[config.mk]
export PLATFORM = sky130hd
export DESIGN_NAME = vga_frame_fetch
export DESIGN_NICKNAME = d
export VERILOG_FILES = /design/src/rtl/vga_frame_fetch.sv
export SDC_FILE = /design/constraint.sdc
export NUM_CORES = 1
export LEC_CHECK = 0
export CAP_MARGIN = 20
export CORE_MARGIN = 2
export CORE_UTILIZATION = 49
export DETAILED_ROUTE_END_ITERATION = 8
export PLACE_DENSITY_LB_ADDON = 0.08
export SLEW_MARGIN = 30
export SYNTH_ARGS = -nofsm -noshare
export SYNTH_HDL_FRONTEND = slang
export SYNTH_SLANG_ARGS = --single-unit
[constraint.sdc]
create_clock -name clk -period 3 [get_ports clk]
set_clock_uncertainty 0.2 [all_clocks]
set_input_delay 0.45 -clock clk [delete_from_list [all_inputs] [get_ports clk]]
set_output_delay 0.45 -clock clk [all_outputs]
set_load 0.1 [all_outputs]
[src/rtl/vga_frame_fetch.sv]
// Vertical timing and framebuffer fetch for a 640x480 VGA stage fed by the horizontal sync generator.
// Issues sequential reads for visible pixels and keeps hsync/vsync/RGB aligned on a fixed 2-clock pipeline.
module vga_frame_fetch #(
   parameter int unsigned H_VISIBLE       = 640,
   parameter int unsigned V_TOTAL         = 525,
   parameter int unsigned V_PULSE         = 2,
   parameter int unsigned V_VISIBLE_START = 35,
   parameter int unsigned V_VISIBLE_END   = 515,
   parameter int unsigned ADDR_BIT        = 19,
   parameter int unsigned COLOR_BIT       = 8
) (
   input  logic                 clk,
   input  logic                 i_rst_n,
   input  logic                 i_sclr,
   input  logic                 i_px_clk,
   input  logic                 i_hsync_en,
   input  logic                 i_addr_en,
   input  logic [COLOR_BIT-1:0] i_rdata,
   output logic                 o_rd_en,
   output logic [ADDR_BIT-1:0]  o_raddr,
   output logic [9:0]           o_x,
   output logic [8:0]           o_y,
   output logic                 o_hsync_n,
   output logic                 o_vsync_n,
   output logic [COLOR_BIT-1:0] o_rgb,
   output logic                 o_frame_start
);

   localparam int unsigned V_W = $clog2(V_TOTAL);
   localparam int unsigned X_W = $clog2(H_VISIBLE);
   localparam int unsigned Y_W = $clog2(V_VISIBLE_END - V_VISIBLE_START);

   logic                hs_prev_q, hs_prev_d;
   logic [V_W-1:0]      v_cnt_q, v_cnt_d;
   logic [X_W-1:0]      col_q, col_d;
   logic [ADDR_BIT-1:0] addr_q, addr_d;
   logic                rd_en_q, rd_en_d;
   logic [ADDR_BIT-1:0] raddr_q, raddr_d;
   logic [X_W-1:0]      x_q, x_d;
   logic [Y_W-1:0]      y_q, y_d;
   logic                rd2_q, rd2_d;
   logic [1:0]          hs_dly_q, hs_dly_d;
   logic [1:0]          vs_dly_q, vs_dly_d;
   logic                fs_q, fs_d;

   logic line_ev, v_wrap, v_vis, px_vis, vs_c;

   // Next-state logic; synchronous clear overrides everything at the end.
   always_comb begin
      hs_prev_d = hs_prev_q;
      v_cnt_d   = v_cnt_q;
      col_d     = col_q;
      addr_d    = addr_q;
      rd_en_d   = 1'b0;
      raddr_d   = raddr_q;
      x_d       = x_q;
      y_d       = y_q;
      fs_d      = 1'b0;

      line_ev = i_px_clk & i_hsync_en & ~hs_prev_q;
      v_wrap  = line_ev && (v_cnt_q == V_W'(V_TOTAL - 1));
      v_vis   = (v_cnt_q >= V_W'(V_VISIBLE_START)) && (v_cnt_q < V_W'(V_VISIBLE_END));
      px_vis  = i_px_clk & i_addr_en & v_vis;

      if (i_px_clk) begin
         hs_prev_d = i_hsync_en;
      end

      if (line_ev) begin
         v_cnt_d = v_wrap ? '0 : v_cnt_q + V_W'(1);
         col_d   = '0;
         fs_d    = v_wrap;
         if (v_wrap) begin
            addr_d = '0;
         end
      end

      if (px_vis) begin
         rd_en_d = 1'b1;
         raddr_d = addr_q;
         x_d     = col_q;
         y_d     = Y_W'(v_cnt_q - V_W'(V_VISIBLE_START));
         col_d   = col_q + X_W'(1);
         addr_d  = addr_q + ADDR_BIT'(1);
      end

      // vsync uses the updated line count so it moves on the same edge as hsync.
      vs_c     = (v_cnt_d < V_W'(V_PULSE));
      rd2_d    = rd_en_q;
      hs_dly_d = {hs_dly_q[0], ~i_hsync_en};
      vs_dly_d = {vs_dly_q[0], ~vs_c};

      if (i_sclr) begin
         hs_prev_d = 1'b1;
         v_cnt_d   = '0;
         col_d     = '0;
         addr_d    = '0;
         rd_en_d   = 1'b0;
         raddr_d   = '0;
         x_d       = '0;
         y_d       = '0;
         fs_d      = 1'b0;
         rd2_d     = 1'b0;
         hs_dly_d  = 2'b11;
         vs_dly_d  = 2'b11;
      end
   end

   always_ff @(posedge clk or negedge i_rst_n) begin
      if (!i_rst_n) begin
         hs_prev_q <= 1'b1;
         v_cnt_q   <= '0;
         col_q     <= '0;
         addr_q    <= '0;
         rd_en_q   <= 1'b0;
         raddr_q   <= '0;
         x_q       <= '0;
         y_q       <= '0;
         fs_q      <= 1'b0;
         rd2_q     <= 1'b0;
         hs_dly_q  <= 2'b11;
         vs_dly_q  <= 2'b11;
      end else begin
         hs_prev_q <= hs_prev_d;
         v_cnt_q   <= v_cnt_d;
         col_q     <= col_d;
         addr_q    <= addr_d;
         rd_en_q   <= rd_en_d;
         raddr_q   <= raddr_d;
         x_q       <= x_d;
         y_q       <= y_d;
         fs_q      <= fs_d;
         rd2_q     <= rd2_d;
         hs_dly_q  <= hs_dly_d;
         vs_dly_q  <= vs_dly_d;
      end
   end

   assign o_rd_en       = rd_en_q;
   assign o_raddr       = raddr_q;
   assign o_x           = x_q;
   assign o_y           = y_q;
   assign o_frame_start = fs_q;
   assign o_hsync_n     = hs_dly_q[1];
   assign o_vsync_n     = vs_dly_q[1];
   // RAM data arrives one clock after the strobe, so colour is gated by the delayed strobe.
   assign o_rgb         = rd2_q ? i_rdata : '0;

endmodule
* Yosys cells after proc, flatten, opt, wreduce, memory -nomap -nowiden *
Index checks and enable logic that the tools add are counted.

word-level totals
  logic and storage cells = 60
  input port bits = 14
  register bits after elaboration = 85

cells by class
  reductions and logical operators = 7
  multiplexer cells = 26
  bitwise logic cells = 7
  equal/unequal tests = 1
  order comparisons = 3
  add/subtract/negate cells = 4

operators by type and width
  operator               count
  $mux 19                6
  $mux 10                8
  $add 10x1->10 const B  2
  $add 19x1->19 const B  1
  $mux 9                 2
  $eq 10x10->1 const B   1
  $ge 10x6->1 const B    1
  $lt 10x10->1 const B   1
  $lt 10x2->1 const B    1
  $sub 9x6->9 const B    1
  $mux 8                 1
  $mux 1                 7
  $reduce_bool 3->1      2
  $and 1x1->1            4
  $mux 2                 2
  $reduce_bool 2->1      2
  $not 1->1              3
  $logic_and 1x1->1      2
  $reduce_and 2->1       1

* Logic depth before layout (Yosys ltp) *
Gate-level depths: netlist of the first run.

  word-level depth = 8
  gate-level depth with buffers = 9
  depth with buffers taken out = 7

* Least setup slack after synthesis of the first run *
Ideal clock, no wire load.

  kind = register -> register
  from = register v_cnt_q[0]
  to = register addr_q[18]
  path slack = 0.284 ns
  data arrival time = 2.434 ns
  data required time = 2.718 ns
  library setup time = 0.082 ns
  path buffers = 2
  stages on the path, launching flop included = 9
  cell sequence = dfrtp_1 > ha_1 > buf_2 > or4_4 > nor4_4 > o21ai_2 > buf_2 > or4_1 > a31oi_1

between the ends
  word-level cells in the longest chain between the ends = 5

ends and longest elaborated chain
  what                                                    RTL line  text
  start, declared                                         34        logic [V_W-1:0] v_cnt_q, v_cnt_d;
  start signal, assigned                                  125       v_cnt_q <= v_cnt_d;
  $ge 10x6->1 or $lt 10x10->1 (tied branches)             62        v_vis = (v_cnt_q >= V_W'(V_VISIBLE_START)) && (v_cnt_q < V_W'(V_VISIBLE_END));
  $logic_and 1x1->1                                       62
  $and 1x1->1                                             63        px_vis = i_px_clk & i_addr_en & v_vis;
  $reduce_bool 3->1 (no line) or $mux 19 (tied branches)  --
  $reduce_and 2->1 (no line) or $mux 19 (tied branches)   --
  end signal, assigned                                    127       addr_q <= addr_d;
  end, declared                                           36        logic [ADDR_BIT-1:0] addr_q, addr_d;

Parallel ways exist; a longest one is shown, timed or not.
A chain may end at the register's enable or synchronous reset.

* Worst setup path in the final report of the first run *
  from = register v_cnt_q[0]
  to = register y_q[4] (netlist: o_y[4])

between the ends
  word-level cells in the longest chain between the ends = 4

ends and longest elaborated chain
  what                                         RTL line  text
  $ge 10x6->1 or $lt 10x10->1 (tied branches)  62
  $logic_and 1x1->1                            62
  $and 1x1->1                                  63
  $reduce_bool 2->1 (no line)                  --
  end signal, assigned                         131       y_q <= y_d;
  end, declared                                40        logic [Y_W-1:0] y_q, y_d;

Parallel ways exist; a longest one is shown, timed or not. The select of a mux whose other input is x is not followed.

==> flow_metrics.tcl, run 1 <==
set metrics [dict create \
    syn_to_final_growth_pct 21.0 \
    ant_nets 0 \
    diodes 0 \
    required_ps 3070 \
    r2r_start "v_cnt_q[0]" \
    ys.flop_type "dfrtp_1" \
    arrival_ps 2820 \
    stdcell_count 628 \
    routabilityCongestion 0.891 \
    switchingPower_uw 511 \
    hold_start "i_sclr" \
    seqPwrFrac 0.571 \
    boundaryPins 64 \
    synth-simple-area-share 0.238 \
    h-tree-depth 3 \
    cts_resized 0 \
    sw_frac_of_total 0.253 \
    clock_latency_ps 360 \
    syn_inst 451 \
    rsz0062_at_grt "no" \
    reg2reg_depth 7 \
    p_clk_frac 0.384 \
    portBuffers 63 \
    clkSinkCount 85 \
    grt_pass1_vias 3308 \
    cts-root-buf "clkbuf_8" \
    tns_ps 0 \
    holdPathStages 3 \
    max_freq_mhz 364 \
    maxSlewViolCount 0 \
    drc 0 \
    power_frac_comb 0.045 \
    grt_start_max_net_pins 56 \
    endpoint_kind "flop" \
    yosys_warnings 0 \
    reg2reg_to "o_y[4]" \
    hold_viol 0 \
    synth_area_leader_cell "dfrtp_1" \
    syn_area_um2 4190 \
    path_class "flop to flop" \
    intPower_uw 1510 \
    crit_path_max_fanout 23 \
    drive_above_1_share 0.197 \
    synth_top_family_by_area "simple AND/OR/NAND/NOR gates" \
    grt_usage 0.222 \
    tightestPinTransition_ps 592 \
    synthArstFlopShare 1.00 \
    nets 536 \
    clk_pin_slew_ps 90 \
    vdd_drop_max_mv 0.212 \
    hpwl_mm 6.80 \
    seq_area_frac_synth 0.510 \
    slew_headroom 0.606 \
    p_total_uw 2020 \
    via_per_inst 5.60 \
    min_to "hs_prev_q" \
    dieArea_um2 9300 \
    min_period_ps 2750 \
    status "complete, no violations" \
    synth_top_area_share 0.478 \
    cts_buffer_depth 2 \
    antenna_found_initial 0 \
    cp-start-kind "flop" \
    leakagePower_uw 0.00225 \
    hold_path_class "input port to flop" \
    p_per_area_nw_per_um2 399 \
    rows 33 \
    ys_seq_elements 85 \
    drv_cap 0 \
    synth_compound_area_frac 0.155 \
    cts_tree "yes" \
    ff2ff_setup_slack_ps 250 \
    drt_iter0_drc 184 \
    dp.cells 611 \
    cts_buffers 9 \
    synth_cell_types 55 \
    yosys-mux-area-fraction 0.00956 \
    core_um2 8260 \
    synth-edff-count 0 \
    fin_crit_sh 0.917 \
    first_pass_iters 4 \
    setup_viol 0 \
    syn-num-nets 469 \
    synth.area.top_cells "dfrtp_1 48%, nand2_1 7.7%, a21oi_1 6.2%" \
    die-height_um 96.4 \
    wirelength_mm 9.81 \
    syn-mean-instance-area_um2 9.28 \
    synthAdderAreaFrac 0.0120 \
    start_util 0.507 \
    grt_pass1_wl_mm 16.1 \
    die_w_um 96.4 \
    wl_per_cell_um 15.6 \
    num_vias 3514 \
    grt_remaining_overflow 0 \
    synthXorXnorAreaFrac 0.0397 \
]
## through the flow
stage	utilization	setup WS (ps)	area (µm²)	hold WS [ps]
after detailed placement	0.590	254	4870	266
final	0.613	250	5060	226
after global routing	0.613	119	5060	248
after global placement	0.590	345	4870	253
after floorplan	-	284	4190	-45.6
after CTS	0.613	251	5060	213
## worst max-delay path by stage
stage                          start          to  slack [ps]
after floorplan           v_cnt_q[0]  addr_q[18]         280
after global placement    v_cnt_q[0]      o_y[4]         350
after detailed placement  v_cnt_q[0]      o_y[4]         250
after CTS                 v_cnt_q[0]      o_y[4]         250
after global routing      v_cnt_q[0]  addr_q[11]         120
final                     v_cnt_q[0]      o_y[4]         250
## layout make-up
type | count | area, µm²
fill | 748 | 3190
sequential | 85 | 2130
multi-input combinational | 331 | 1920
timing repair buffer | 83 | 663
clock buffer | 10 | 138
tap | 105 | 131
clock inverter | 6 | 46.3
inverter | 8 | 30.0
## logic make-up after synthesis
| group | count (synthesis) |
|---|---|
| fa+ha+maj | 4 |
| mux | 4 |
| compound gates | 102 |
| flops | 85 |
| simple gates | 202 |
| xor+xnor | 19 |
| buf+inv | 35 |
## synthesized netlist by cell type (3+ instances only)
cell type   n
nor3_1      6
xnor2_1     6
mux2i_1     4
and2_1     13
nand3b_1    3
a21oi_1    52
nand2_1    86
nor2b_1     3
a211oi_1    5
or4_1       5
buf_2      12
or3_1       5
dfrtp_1    80
o2111ai_1   5
clkbuf_1   13
nor2_1     30
nand3_1    19
a31oi_1    11
and3_1      8
o211ai_1    5
nand4_1     6
xor2_1     13
inv_1       7
ha_1        4
nand2b_1    4
o21ai_0     5
dfstp_2     5
## power groups by stage
stage | sequential (µW) | clock (µW) | combinational (µW)
2_1_floorplan | 1190 | 0 | 25.5
3_3_place_gp | 1180 | 0 | 90.7
3_5_place_dp | 1180 | 0 | 91.7
4_1_cts | 1150 | 793 | 93.0
5_1_grt | 1150 | 837 | 101
6_report | 1150 | 775 | 90.1
## sequential cells by signal, summed over array words and instances, names as in the netlist
register       flops
addr_q            19
o_raddr           19
col_q             10
o_x               10
v_cnt_q           10
o_y                9
hs_dly_q           2
vs_dly_q           2
hs_prev_q          1
o_frame_start      1
o_rd_en            1
rd2_q              1
## cells in the final DEF (no fill, tap or decap), types with 3 or more instances in the layout
cell type,count
nand2_1,86
dfrtp_1,80
buf_4,69
a21oi_1,51
nor2_1,30
nand3_1,19
xor2_1,13
and2_1,13
a31oi_1,11
clkdlybuf4s50_1,11
clkbuf_8,10
and3_1,8
inv_1,7
nand4_1,6
nor3_1,6
xnor2_1,6
or4_1,5
o21ai_0,5
a211oi_1,5
or3_1,5
o211ai_1,5
o2111ai_1,5
dfstp_2,5
mux2i_1,4
nand2b_1,4
ha_1,4
nand3b_1,3
nor2b_1,3
## critical path, cell delays in order (launching register included)
cell	delay [ps]
dfrtp_1	450
ha_1	240
or4_4	450
or4_1	520
a21oi_4	220
buf_4	280
nor2_1	60
a311oi_1	240
## timing repair
action                                 4_1_cts  5_1_grt
setup buffers                                0        0
hold buffers                                 1        0
endpoints found under the hold margin       32        0
## layer usage
metal / wire (µm) / up-vias / GRT usage
li1: - / 1714 / -
met1: 4570 / 1733 / 0.315
met2: 4820 / 58 / 0.352
met3: 289 / 9 / 0.0303
met4: 123 / 0 / 0.0775
met5: 0 / - / 0
No activity file was read; power rests on OpenSTA's default activity.
==> run 2, diff against run 1 <==
- CORE_UTILIZATION: 49 -> 28
==> flow_metrics.tcl, run 2 (same netlist as run 1, synthesis figures left out) <==
set metrics [dict create \
    status "complete, no violations" \
    p_per_area_nw_per_um2 449 \
    grt_start_max_net_pins 55 \
    place_area_um2 5020 \
    arrival_ps 2840 \
    reg2reg_depth 7 \
    tightestPinTransition_ps 622 \
    core_um2 14600 \
    grt_pass1_vias 3546 \
    grt_remaining_overflow 0 \
    regArea_um2 2130 \
    fin_util 0.366 \
    cts-root-buf "clkbuf_16" \
    max_freq_mhz 358 \
    maxSlewViolCount 0 \
    start_util 0.287 \
    routabilityCongestion 0.801 \
    worst_path_largest_cell_delay_ps 520 \
    clk_pin_slew_ps 70 \
    r2r_start "v_cnt_q[0]" \
    holdPathStages 3 \
    dieArea_um2 15900 \
    crit_cells 7 \
    cp-start-kind "flop" \
    rows 44 \
    min_period_ps 2790 \
    boundaryPins 64 \
    die-height_um 126 \
    slew_headroom 0.585 \
    cts_buffer_depth 2 \
    switchingPower_uw 544 \
    cp-startpoint "v_cnt_q[0]" \
    leakagePower_uw 0.00235 \
    power_frac_comb 0.040 \
    sw_frac_of_total 0.227 \
    mostFrequentLayoutCells "86 x nand2_1, 80 x dfrtp_1, 79 x buf_4, 51 x a21oi_1, 30 x nor2_1" \
    hold_viol 0 \
    hold_start "i_sclr" \
    first_pass_iters 4 \
    hpwl_mm 8.28 \
    stdcell_area_um2 5340 \
    crit_family "simple AND/OR/NAND/NOR gates" \
    endpoint_kind "flop" \
    critPathSlowestCell "or4_1" \
    cts_buffers 9 \
    intPower_uw 1850 \
    crit_path_max_fanout 14 \
    p_clk_frac 0.478 \
    cp.buffers_inverters 1 \
    nets 545 \
    fill_cells 1521 \
    portBuffers 63 \
    cp_cell_sequence "ha_1 > or4_4 > or4_1 > a21oi_4 > buf_4 > nor2_1 > a211oi_1" \
    h-tree-depth 3 \
    path_class "flop to flop" \
    clkSinkCount 85 \
    final_common_cell "nand2_1" \
    grt_pass1_wl_mm 18.8 \
    required_ps 3050 \
    syn_to_final_growth_pct 27.5 \
    cts_setup_buffers 0 \
    drv_cap 0 \
    num_vias 3557 \
    seqPwrFrac 0.482 \
    clock_latency_ps 350 \
    wl_per_cell_um 16.2 \
    drt_iter0_drc 194 \
    dp.cells 699 \
    ant_nets 0 \
    drc 0 \
    via_per_inst 4.97 \
    cts_tree "yes" \
    fin_crit_sh 0.930 \
    antenna_found_initial 0 \
    hold_path_class "input port to flop" \
    wirelength_mm 11.6 \
    rsz0062_at_grt "no" \
    diodes 0 \
    setup_viol 0 \
    vdd_drop_max_mv 0.280 \
    stdcell_count 716 \
    grt_usage 0.152 \
    drive_above_1_share 0.209 \
    tns_ps 0 \
    die_w_um 126 \
    multi_input_area_um2 1920 \
]
[run 2: cell count changes in the layout (fill, tap and decap cells not counted), sizes merged]
cell      delta
clkinv       +1
clkbuf       +1
clkinvlp     -1
buf          +9
bufinv       +1
inv          -2
[run 2: final timing paths]
check | slack, ps | end
worst min register to register | 310 | rd2_q
worst max-delay path | 210 | o_y[8]
worst max register to register | 210 | o_y[8]
max in group asynchronous | 1520 | addr_q[16]
worst min-delay path | 280 | hs_prev_q
min in group asynchronous | 410 | rd2_q
[run 2: cell type report]
| cell class | count | area share |
|---|---|---|
| multi-input cells | 331 | 0.360 |
| well taps | 184 | 0.0431 |
| clock inverters | 5 | 0.0113 |
| flip-flops and latches | 85 | 0.400 |
| repair buffers | 92 | 0.135 |
| inverters | 8 | 0.00563 |
| clock buffers | 11 | 0.0455 |
[run 2: power groups by stage]
stage	registers, µW	clock network (µW)	logic (µW)
floorplan	1190	0	25.5
global placement	1180	0	98.6
detailed placement	1180	0	99.1
CTS	1150	1190	100
global route	1150	1240	106
finish	1150	1140	95.9
[run 2: metal layers]
layer	track usage	wire length, µm	up-vias
met1	0.203	5540	1717
met4	0.0685	263	0
met3	0.0268	422	17
li1	-	-	1746
met2	0.240	5380	77
met5	0	0	-
[run 2: per-stage QoR]
stage / setup slack, ps / total power [µW] / hold slack [ps]
2_1_floorplan: 284 / 1210 / -45.6
3_3_place_gp: 274 / 1270 / 262
3_5_place_dp: 197 / 1270 / 261
4_1_cts: 214 / 2440 / 284
5_1_grt: 45.0 / 2500 / 293
6_report: 210 / 2390 / 277
[run 2: worst register-to-register path: cells and delay by family (launching register included)]
family,cells,cell delay [ps]
and+or+nand+nor,3,1050
AOI/OAI and AO/OA,2,470
DFF,1,440
adders and majority gates,1,300
buffers and inverters,1,240
[run 2: repair_timing]
item,CTS,global route
hold buffers,1,0
endpoints found under the hold margin,34,0
resized for setup,0,0
